`src/rtl/cim_bitserial_add_ctrl.sv`:
```
// cim_bitserial_add_ctrl: sequences parallel loads, a bit-serial ripple add and readback over three CIM word arrays.
module cim_bitserial_add_ctrl #(
  parameter int WIDTH = 8
) (
  input  logic             clk,
  input  logic             rst,
  input  logic             start,
  input  logic [1:0]       op,
  input  logic [WIDTH-1:0] data_in,
  output logic             busy,
  output logic             done,
  output logic [WIDTH-1:0] data_out,
  output logic             carry_out,
  output logic [WIDTH-1:0] arr_din,
  output logic [2:0]       gwl,
  output logic             arr_write,
  output logic             arr_read,
  output logic             clr_s,
  output logic [WIDTH-1:0] rwl_a,
  output logic [WIDTH-1:0] rwl_b,
  output logic [WIDTH-1:0] wwl_s,
  input  logic             bit_a,
  input  logic             bit_b,
  output logic             sum_bit,
  input  logic [WIDTH-1:0] s_dout
);
  localparam int CW = (WIDTH > 1) ? $clog2(WIDTH) : 1;
  typedef enum logic [2:0] {IDLE, LOAD, CLR, ADD, RD1, RD2, DONE} state_t;
  state_t state, nxt;
  logic [CW-1:0] cnt;
  logic [WIDTH-1:0] din_q, wl;
  logic carry, sel_b, last, maj, rd;
  assign last = cnt == CW'(WIDTH - 1);
  assign maj = (bit_a & bit_b) | (bit_a & carry) | (bit_b & carry);
  assign rd = state == RD1 || state == RD2;
  assign wl = state == ADD ? WIDTH'(1) << cnt : '0;
  assign busy = state != IDLE;
  assign done = state == DONE;
  assign arr_din = state == LOAD ? din_q : '0;
  assign gwl = state == LOAD ? {1'b0, sel_b, ~sel_b} : rd ? 3'b100 : 3'b000;
  assign arr_write = state == LOAD;
  assign arr_read = rd;
  assign clr_s = state == CLR;
  assign rwl_a = wl;
  assign rwl_b = wl;
  assign wwl_s = wl;
  assign sum_bit = bit_a ^ bit_b ^ carry;
  always_comb begin
    nxt = state;
    case (state)
      IDLE: nxt = !start ? IDLE : op == 2'b10 ? CLR : op == 2'b11 ? RD1 : LOAD;
      LOAD: nxt = DONE;
      CLR:  nxt = ADD;
      ADD:  nxt = last ? DONE : ADD;
      RD1:  nxt = RD2;
      RD2:  nxt = DONE;
      default: nxt = IDLE;
    endcase
  end
  always_ff @(posedge clk or posedge rst) begin
    if (rst) begin
      state <= IDLE;
      cnt <= '0;
      carry <= 1'b0;
      din_q <= '0;
      sel_b <= 1'b0;
      data_out <= '0;
      carry_out <= 1'b0;
    end else begin
      state <= nxt;
      if (state == IDLE && start && !op[1]) begin
        din_q <= data_in;
        sel_b <= op[0];
      end
      if (state == CLR) begin
        carry <= 1'b0;
        cnt <= '0;
      end
      if (state == ADD) begin
        carry <= maj;
        cnt <= last ? '0 : cnt + 1'b1;
        if (last) carry_out <= maj;
      end
      if (state == RD2) data_out <= s_dout;
    end
  end
endmodule

```
`config.mk`:
```
export PLATFORM = sky130hd
export DESIGN_NAME = cim_bitserial_add_ctrl
export DESIGN_NICKNAME = d
export VERILOG_FILES = /design/src/rtl/cim_bitserial_add_ctrl.sv
export SDC_FILE = /design/constraint.sdc
export NUM_CORES = 1
export LEC_CHECK = 0
export ABC_AREA = 1
export BUFFER_PORTS_ARGS = -buffer_cell sky130_fd_sc_hd__buf_2
export CAP_MARGIN = 10
export CORE_UTILIZATION = 35
export DETAILED_ROUTE_END_ITERATION = 10
export MAX_ROUTING_LAYER = met4
export PLACE_DENSITY = 0.71
export SLEW_MARGIN = 15
export SYNTH_ARGS = -nofsm -noshare
export SYNTH_HDL_FRONTEND = slang
export SYNTH_SLANG_ARGS = --single-unit
```
`constraint.sdc`:
```
create_clock -name clk -period 1.8 [get_ports clk]
set_input_delay 0.18 -clock clk [delete_from_list [all_inputs] [get_ports clk]]
set_output_delay 0.18 -clock clk [all_outputs]
set_load 0.05 [all_outputs]
```
# After elaboration in Yosys (flattened, before gate mapping)
# Cells that the tools add are included.
[classes]
n_mul = 0
eq_ne = 9
order_cmp = 0
n_addsub = 1
div_mod_pow = 0
n_bitwise = 8
muxes = 14
n_reduce_logical = 9
shift = 1
[op_table]
columns = ["operator", "n"]
rows = [
  ["$mux 3", 9],
  ["$mux 8", 2],
  ["$pmux 3 s5", 1],
  ["$eq 3x3->1 const B", 4],
  ["$shl 1x3->8 const A", 1],
  ["$eq 3x2->1 const B", 2],
  ["$eq 2x2->1 const B", 2],
  ["$add 3x1->3 const B", 1],
  ["$and 1x1->1", 3],
  ["$eq 3x1->1 const B", 1],
  ["$logic_not 3->1", 1],
  ["$reduce_bool 3->1", 1],
  ["$logic_and 1x1->1", 2],
  ["$mux 1", 2],
  ["$or 1x1->1", 2],
  ["$reduce_and 2->1", 1],
  ["$reduce_bool 2->1", 1],
  ["$reduce_or 2->1", 1],
  ["$xor 1x1->1", 2],
  ["$logic_not 1->1", 1],
  ["$logic_or 1x1->1", 1],
  ["$not 1->1", 1],
]
[totals]
romBits = 0
out_inout_bits = 50
ff_bits = 25
latch_bits = 0
memories = 0
word_cells = 49
inputBits = 23
ramBits = 0

# Depth between registers and ports, before layout
# Gate-level depths: netlist (run 1).
[logic_depth]
word_depth = 5
mapped_depth = 6

# Worst setup path before layout (run 1)
# OpenSTA, ideal clock, no wires.
[synth_timing]
path_kind = "register -> output"
startpoint = "register state[1]"
endpoint = "output rwl_b[0]"
slack_ps = -669
arrival_ps = 2289
path_buffers = 1
path_stages_with_launch = 6
required_time_ps = 1620
path_cell_list = "dfrtp_1 > inv_1 > nor2_4 > nand2_4 > nor3_1 > buf_4"
[synth_between]
elab_chain_cells = 2
[synth_lines]
columns = ["element", "line_no", "rtl"]
rows = [
  ["from (decl)", "29", "state_t state, nxt;"],
  ["from (signal assigned)", "70", "state <= nxt;"],
  ["$eq 3x2->1", "36", "assign wl = state == ADD ? WIDTH'(1) << cnt : '0;"],
  ["$mux 8", "36", ""],
  ["to (decl)", "20", "output logic [WIDTH-1:0] rwl_b,"],
]
# No other way between the ends.

# Worst setup path after layout (run 1)
[layout_timing]
startpoint = "register state[1]"
endpoint = "output rwl_a[0]"
[layout_between]
elab_chain_cells = 2
[layout_lines]
columns = ["element", "line_no", "rtl"]
rows = [
  ["$eq 3x2->1", "36", ""],
  ["$mux 8", "36", ""],
  ["to (decl)", "19", "output logic [WIDTH-1:0] rwl_a,"],
]
# No other way between the ends.

==> qor.csv, run 1 <==
metric;value;unit
Pwr Density;1760;nW/um2
ANT nets after route;0;
synthesized area per cell;7.90;um2
Inserted Diodes;0;
CP endpoint kind;output port;
Post-synth EDFFs;0;
vias in the first global route;1145;
cts bufs inserted;3;
total core area;4060;um2
row count;23;
relative slew slack;73.8;%
clk_skew;0.00773;ns
initial antenna violation count;0;
endpoint required time on the critical path;1.62;ns
gpl congestion;0.762;
count of final setup violators;0;
first-pass GRT wire length;5000;um
worst hold endpoint;data_out[7];
Hold Slack;0.130;ns
clk sinks;25;
fin util;52.3;%
Lkg Pwr;1.19;nW
Min-Delay Path Class;in2reg;
RSZ-0062 raised after global routing;true;
Iter 0 DRT Violations;72;
worst hold stages;3;
drt drc;0;
top post-synthesis cells by area;dfrtp_1, nand2_1, buf_4;
Reg-to-Reg Start;cnt[0];
Hold Startpoint;s_dout[7];
crit share post-route;100;%
DR WL/cell;10.7;um
GRT overflow;0;
chip height;67.5;um
H-tree depth;1;
post-layout min period;1.80;ns
top-count cell post-synth;nand2_1;
share of layout cells above drive strength 1;44.0;%
clock latency on the worst-skew pair;0.27;ns
CP Data Arrival Time;1.62;ns
FF-to-FF setup slack;0.54;ns
count of pins over their slew limit;0;
top-area cell type share of the netlist area;41.7;%
Cell Area, Synth;1500;um2
TritonRoute pass-1 iters;4;
via count;1380;
FF-to-FF path depth;5;
root buffer cell;clkbuf_8;
Via density;4.47;
P&R area growth vs syn;41.5;%
Mapped Nets;220;
synthesized flop and latch total;25;
# Max-Cap Violations;0;
Max FO, Critical Path;6;
Die Wd;67.5;um
ys flop type;dfrtp_1;
critical path startpoint category;flop;
post-DP HPWL;2360;um
Max IR drop VDD;1.33;mV
leading area contributor after synthesis;dfrtp_1;
Post-synth ARST share;100;%
register area share after synthesis;41.7;%
Yosys cell types;19;
filler instances;399;
CP Class;reg2out;
I/O pin cnt;73;
CTS tree;built;
largest net degree at the start of global routing;26;
nets@finish;290;
DP Worst Slack;0.229;ns
Final Power;3.73;mW
worst setup margin;0.000545;ns
Syn Inst Count;190;
Initial Utilization;37.0;%
status;finished clean;
clk buf depth;2;
die area;4550;um2
IO buf count;72;
Post-synth top cells;nand2_1, dfrtp_1, inv_1;
final WL;3310;um
clock transition at the registers of the reported paths;0.09;ns
Hold Fails Final Rpt;0;
yosys warns;0;
Worst-Margin Slew;0.393;ns
R2R Path End;state[0];
maximum clock rate;556;MHz
Tot GR Track Use;14.9;%
==> flip-flops by register name, summed over array words and instances, names as in the netlist <==
signal,flops
data_out,8
din_q,8
cnt,3
state,3
carry,1
carry_out,1
sel_b,1
==> per-layer routing <==
layer | GRT usage, % | wire length, um | part of all wire (%)
met5 | - | 0 | 0
met4 | 3.99 | 28 | 0.85
met3 | 2.20 | 161 | 4.9
met2 | 23.4 | 1620 | 49
met1 | 19.9 | 1500 | 45
==> kinds of logic after synthesis <==
family          count (synthesis)  share of synthesized area [%]
flops                          25                           41.7
compound gates                  5                           1.67
buf+inv                        49                           18.2
fa+ha+maj                       7                           6.34
simple gates                  104                           32.1
==> cell usage in the layout, fill, tap and decap left out, drive strengths merged <==
cell | Yosys | routed
buf | 22 | 81
clkbuf | 0 | 7
clkinvlp | 0 | 1
dfrtp | 25 | 25
dlygate4sd3 | 0 | 1
fa | 1 | 1
ha | 6 | 6
inv | 27 | 27
nand2 | 53 | 54
nand3 | 13 | 13
nand4 | 9 | 9
nor2 | 21 | 21
nor3 | 8 | 8
o21ai | 5 | 5
==> worst max-delay path: stages, from the launching register on <==
cell and delay, ns:
dfrtp_2 0.42, inv_2 0.07, nor2_4 0.21, buf_6 0.15
nand2_8 0.05, nor3_4 0.23, buf_6 0.20
==> area by class of cell <==
class | instances | area (um2) | area share, %
Clock buffer | 3 | 41.3 | 1.94
Tap cell | 50 | 62.6 | 2.95
Multi-Input combinational cell | 117 | 708 | 33.4
Clock inverter | 1 | 7.51 | 0.354
Timing Repair Buffer | 86 | 571 | 26.9
Sequential cell | 25 | 629 | 29.6
Inverter | 27 | 104 | 4.89
==> power by group <==
part / switching (mW) / leakage [nW] / internal (mW)
registers: 0.189 / 0.306 / 0.813
logic: 1.71 / 0.864 / 0.673
clock network: 0.185 / 0.0217 / 0.157
==> repair_timing <==
item                                   4_1_cts  5_1_grt
gates cloned                                 0        1
endpoints found under the hold margin       25        0
hold buffers                                 1        0
pin swaps                                    0        4
gates resized for setup                     14       47
setup endpoints to repair                   31       31
setup buffers                                0        9
==> through the flow <==
stage          TNS [ns]  area, um2  cells
3_5_place_dp          0       1810    294
5_1_grt          -0.378       2120    309
2_1_floorplan     -2.19       1530    190
3_3_place_gp          0       1810    294
6_report              0       2120    309
4_1_cts          -0.209       1910    299
==> how the worst max path moves through the flow <==
| stage | startpoint | endpoint | slack (ns) | cells past startpoint |
|---|---|---|---|---|
| floorplan | state[1] | rwl_b[0] | -0.17 | 5 |
| CTS | cnt[0] | rwl_b[7] | -0.03 | 5 |
| global placement | state[2] | arr_din[7] | 0.27 | 4 |
| global route | state[1] | rwl_a[0] | -0.07 | 6 |
| detailed placement | state[2] | arr_din[7] | 0.23 | 4 |
| finish | state[1] | rwl_a[0] | 0.0005 | 6 |
No activity file was read; power rests on OpenSTA's default activity.
==> inputs of run 2 (changes only) <==
--- a/config.mk
+++ b/config.mk
@@ -9,6 +9,7 @@
 export BUFFER_PORTS_ARGS = -buffer_cell sky130_fd_sc_hd__buf_2
 export CAP_MARGIN = 10
 export CORE_UTILIZATION = 35
+export CTS_BUF_LIST = sky130_fd_sc_hd__clkbuf_4
 export DETAILED_ROUTE_END_ITERATION = 10
 export MAX_ROUTING_LAYER = met4
 export PLACE_DENSITY = 0.71
==> run 2 against run 1 <==
  * Non-clock buffer count shrank 6
  * Combinational power shrank 6%
  * Register-to-register slack is essentially flat
  * Wire length shrank 2.2%
  * First-iteration DRC count shrank 18%
  * Setup slack gained 0.015 ns
  * Clock-buffer cell count is the same
  * Highest routed layer unchanged
==> qor.csv, run 2 (synthesized netlist as in run 1, its figures left out) <==
metric;value;unit;change
Max IR drop VDD;1.29;mV;-3.0%
Max FO, Critical Path;9;;+3
dpl cells;294;;unchanged
count of final setup violators;0;;unchanged
post-DP HPWL;2360;um;unchanged
Min-Delay Path Class;in2reg;;
Worst-Margin Slew;0.397;ns;+0.00397 ns
clock transition at the registers of the reported paths;0.14;ns;+0.05 ns
Pwr Density;1690;nW/um2;-4.0%
total core area;4060;um2;unchanged
RSZ-0062 raised after global routing;true;;
maximum clock rate;561;MHz;+0.86%
H-tree depth;1;;unchanged
ANT nets after route;0;;unchanged
R2R Path End;carry_out;;
GRT overflow;0;;unchanged
FF-to-FF path depth;5;;unchanged
nets@finish;283;;-2.4%
CP Data Arrival Time;1.60;ns;-0.02 ns
Iter 0 DRT Violations;59;;-18%
Hold Startpoint;s_dout[0];;
commonest non-fill, non-tap cell in the layout;nand2_1;;
via count;1340;;-2.9%
cts bufs inserted;3;;unchanged
commonest non-fill, non-tap cells in the layout;nand2_1, buf_2, inv_1, dfrtp_1, buf_4;;
filler instances;403;;+1.0%
die area;4550;um2;unchanged
post-layout min period;1.78;ns;-0.0153 ns
clock latency on the worst-skew pair;0.32;ns;+0.05 ns
vias in the first global route;1149;;+0.35%
share of layout cells above drive strength 1;43.7;%;-0.36 points
Lkg Pwr;1.15;nW;-3.2%
IO buf count;72;;unchanged
Inserted Diodes;0;;unchanged
endpoint required time on the critical path;1.62;ns;about the same
Hold Slack;0.0777;ns;-0.0519 ns
DR WL/cell;10.7;um;about the same
P&R area growth vs syn;38.9;%;
clk_skew;0.00757;ns;-0.000151 ns
gpl congestion;0.762;;unchanged
row count;23;;unchanged
clk buf depth;2;;unchanged
first-pass GRT wire length;5010;um;+0.14%
relative slew slack;73.5;%;-0.27 points
# Max-Cap Violations;0;;unchanged
clk sinks;25;;unchanged
chip height;67.5;um;unchanged
CP endpoint kind;output port;;
Via density;4.44;;-0.65%
worst hold stages;3;;unchanged
count of pins over their slew limit;0;;unchanged
I/O pin cnt;73;;unchanged
TritonRoute pass-1 iters;4;;unchanged
Hold Fails Final Rpt;0;;unchanged
status;finished clean;;
Die Wd;67.5;um;unchanged
CTS tree;built;;
largest net degree at the start of global routing;26;;unchanged
FF-to-FF setup slack;0.55;ns;about the same
final WL;3230;um;-2.2%
initial antenna violation count;0;;unchanged
worst hold endpoint;data_out[0];;
root buffer cell;clkbuf_4;;
CP Class;reg2out;;
Regs by FF count;data_out (8), din_q (8);;
drt drc;0;;unchanged
Initial Utilization;37.0;%;unchanged
critical path startpoint category;flop;;
Tot GR Track Use;14.7;%;-0.18 points
Reg-to-Reg Start;state[2];;
crit share post-route;99.1;%;-0.85 points
Post-Layout Cell Count;302;;-2.3%
[run 2: changes by cell type in the layout (fill, tap and decap cells not counted)]
| cell | delta |
|---|---|
| nand2_4 | +1 |
| buf_2 | -5 |
| nand2_2 | -1 |
| inv_1 | -1 |
| buf_4 | -6 |
| clkbuf_8 | -3 |
| nand2_8 | -1 |
| ha_2 | +2 |
| inv_2 | +1 |
| ha_1 | -2 |
| clkbuf_4 | +2 |
| buf_6 | +6 |
[run 2: stage by stage]
step	util, %	instance area [um2]	setup TNS (ns)	total power, mW	worst slack, ns
6_report	51.4	2080	0	3.51	0.0159
5_1_grt	51.4	2080	-1.36	3.79	-0.0834
4_1_cts	47.5	1930	-0.0303	3.37	-0.0102
3_5_place_dp	44.7	1810	0	3.05	0.229
3_3_place_gp	44.7	1810	0	3.02	0.271
2_1_floorplan	-	1530	-2.19	2.69	-0.169
[run 2: worst max path at each step]
stage                  start         end  slack [ns]  cells past startpoint
global placement    state[2]  arr_din[7]        0.27                      4
CTS                 state[1]    rwl_b[2]       -0.01                      5
global route        state[1]    rwl_b[2]       -0.08                      5
detailed placement  state[2]  arr_din[7]        0.23                      4
floorplan           state[1]    rwl_b[0]       -0.17                      5
finish              state[2]    rwl_a[2]        0.02                      4
[run 2: repair_timing]
item                       4_1_cts  5_1_grt
hold endpoints to repair        25        0
hold buffers                     1        0
setup endpoints to repair       36       36
resized for setup               26       45
buffers inserted                 1        2
[run 2: layer usage]
metal	vias up	wire, um	GRT usage, %
met3	2	138	1.69
met5	-	0	-
met1	599	1490	20.2
met4	0	6	3.19
met2	41	1600	23.1
li1	698	-	-
[run 2: area by class of cell]
type / instances / area (um2) / share of cell area, %
clock buffer: 3 / 22.5 / 1.08
tap: 50 / 62.6 / 3.00
sequential: 25 / 629 / 30.2
timing repair buffer: 80 / 561 / 26.9
clock inverter: 1 / 7.51 / 0.360
inverter: 27 / 104 / 4.98
multi-input combinational: 116 / 698 / 33.5
[run 2: critical path, stage by stage, from the launching register on]
cell,delay (ns)
dfrtp_1,0.48
nor2_4,0.24
nand2_8,0.14
nor3_4,0.23
buf_6,0.20
[run 2: where the power goes]
| group | total, mW | switching [mW] | leakage (nW) | internal (mW) |
|---|---|---|---|---|
| logic | 2.24 | 1.65 | 0.834 | 0.594 |
| clock network | 0.258 | 0.173 | 0.0139 | 0.0848 |
| registers | 1.01 | 0.203 | 0.306 | 0.811 |
| total | 3.51 | 2.02 | 1.15 | 1.49 |
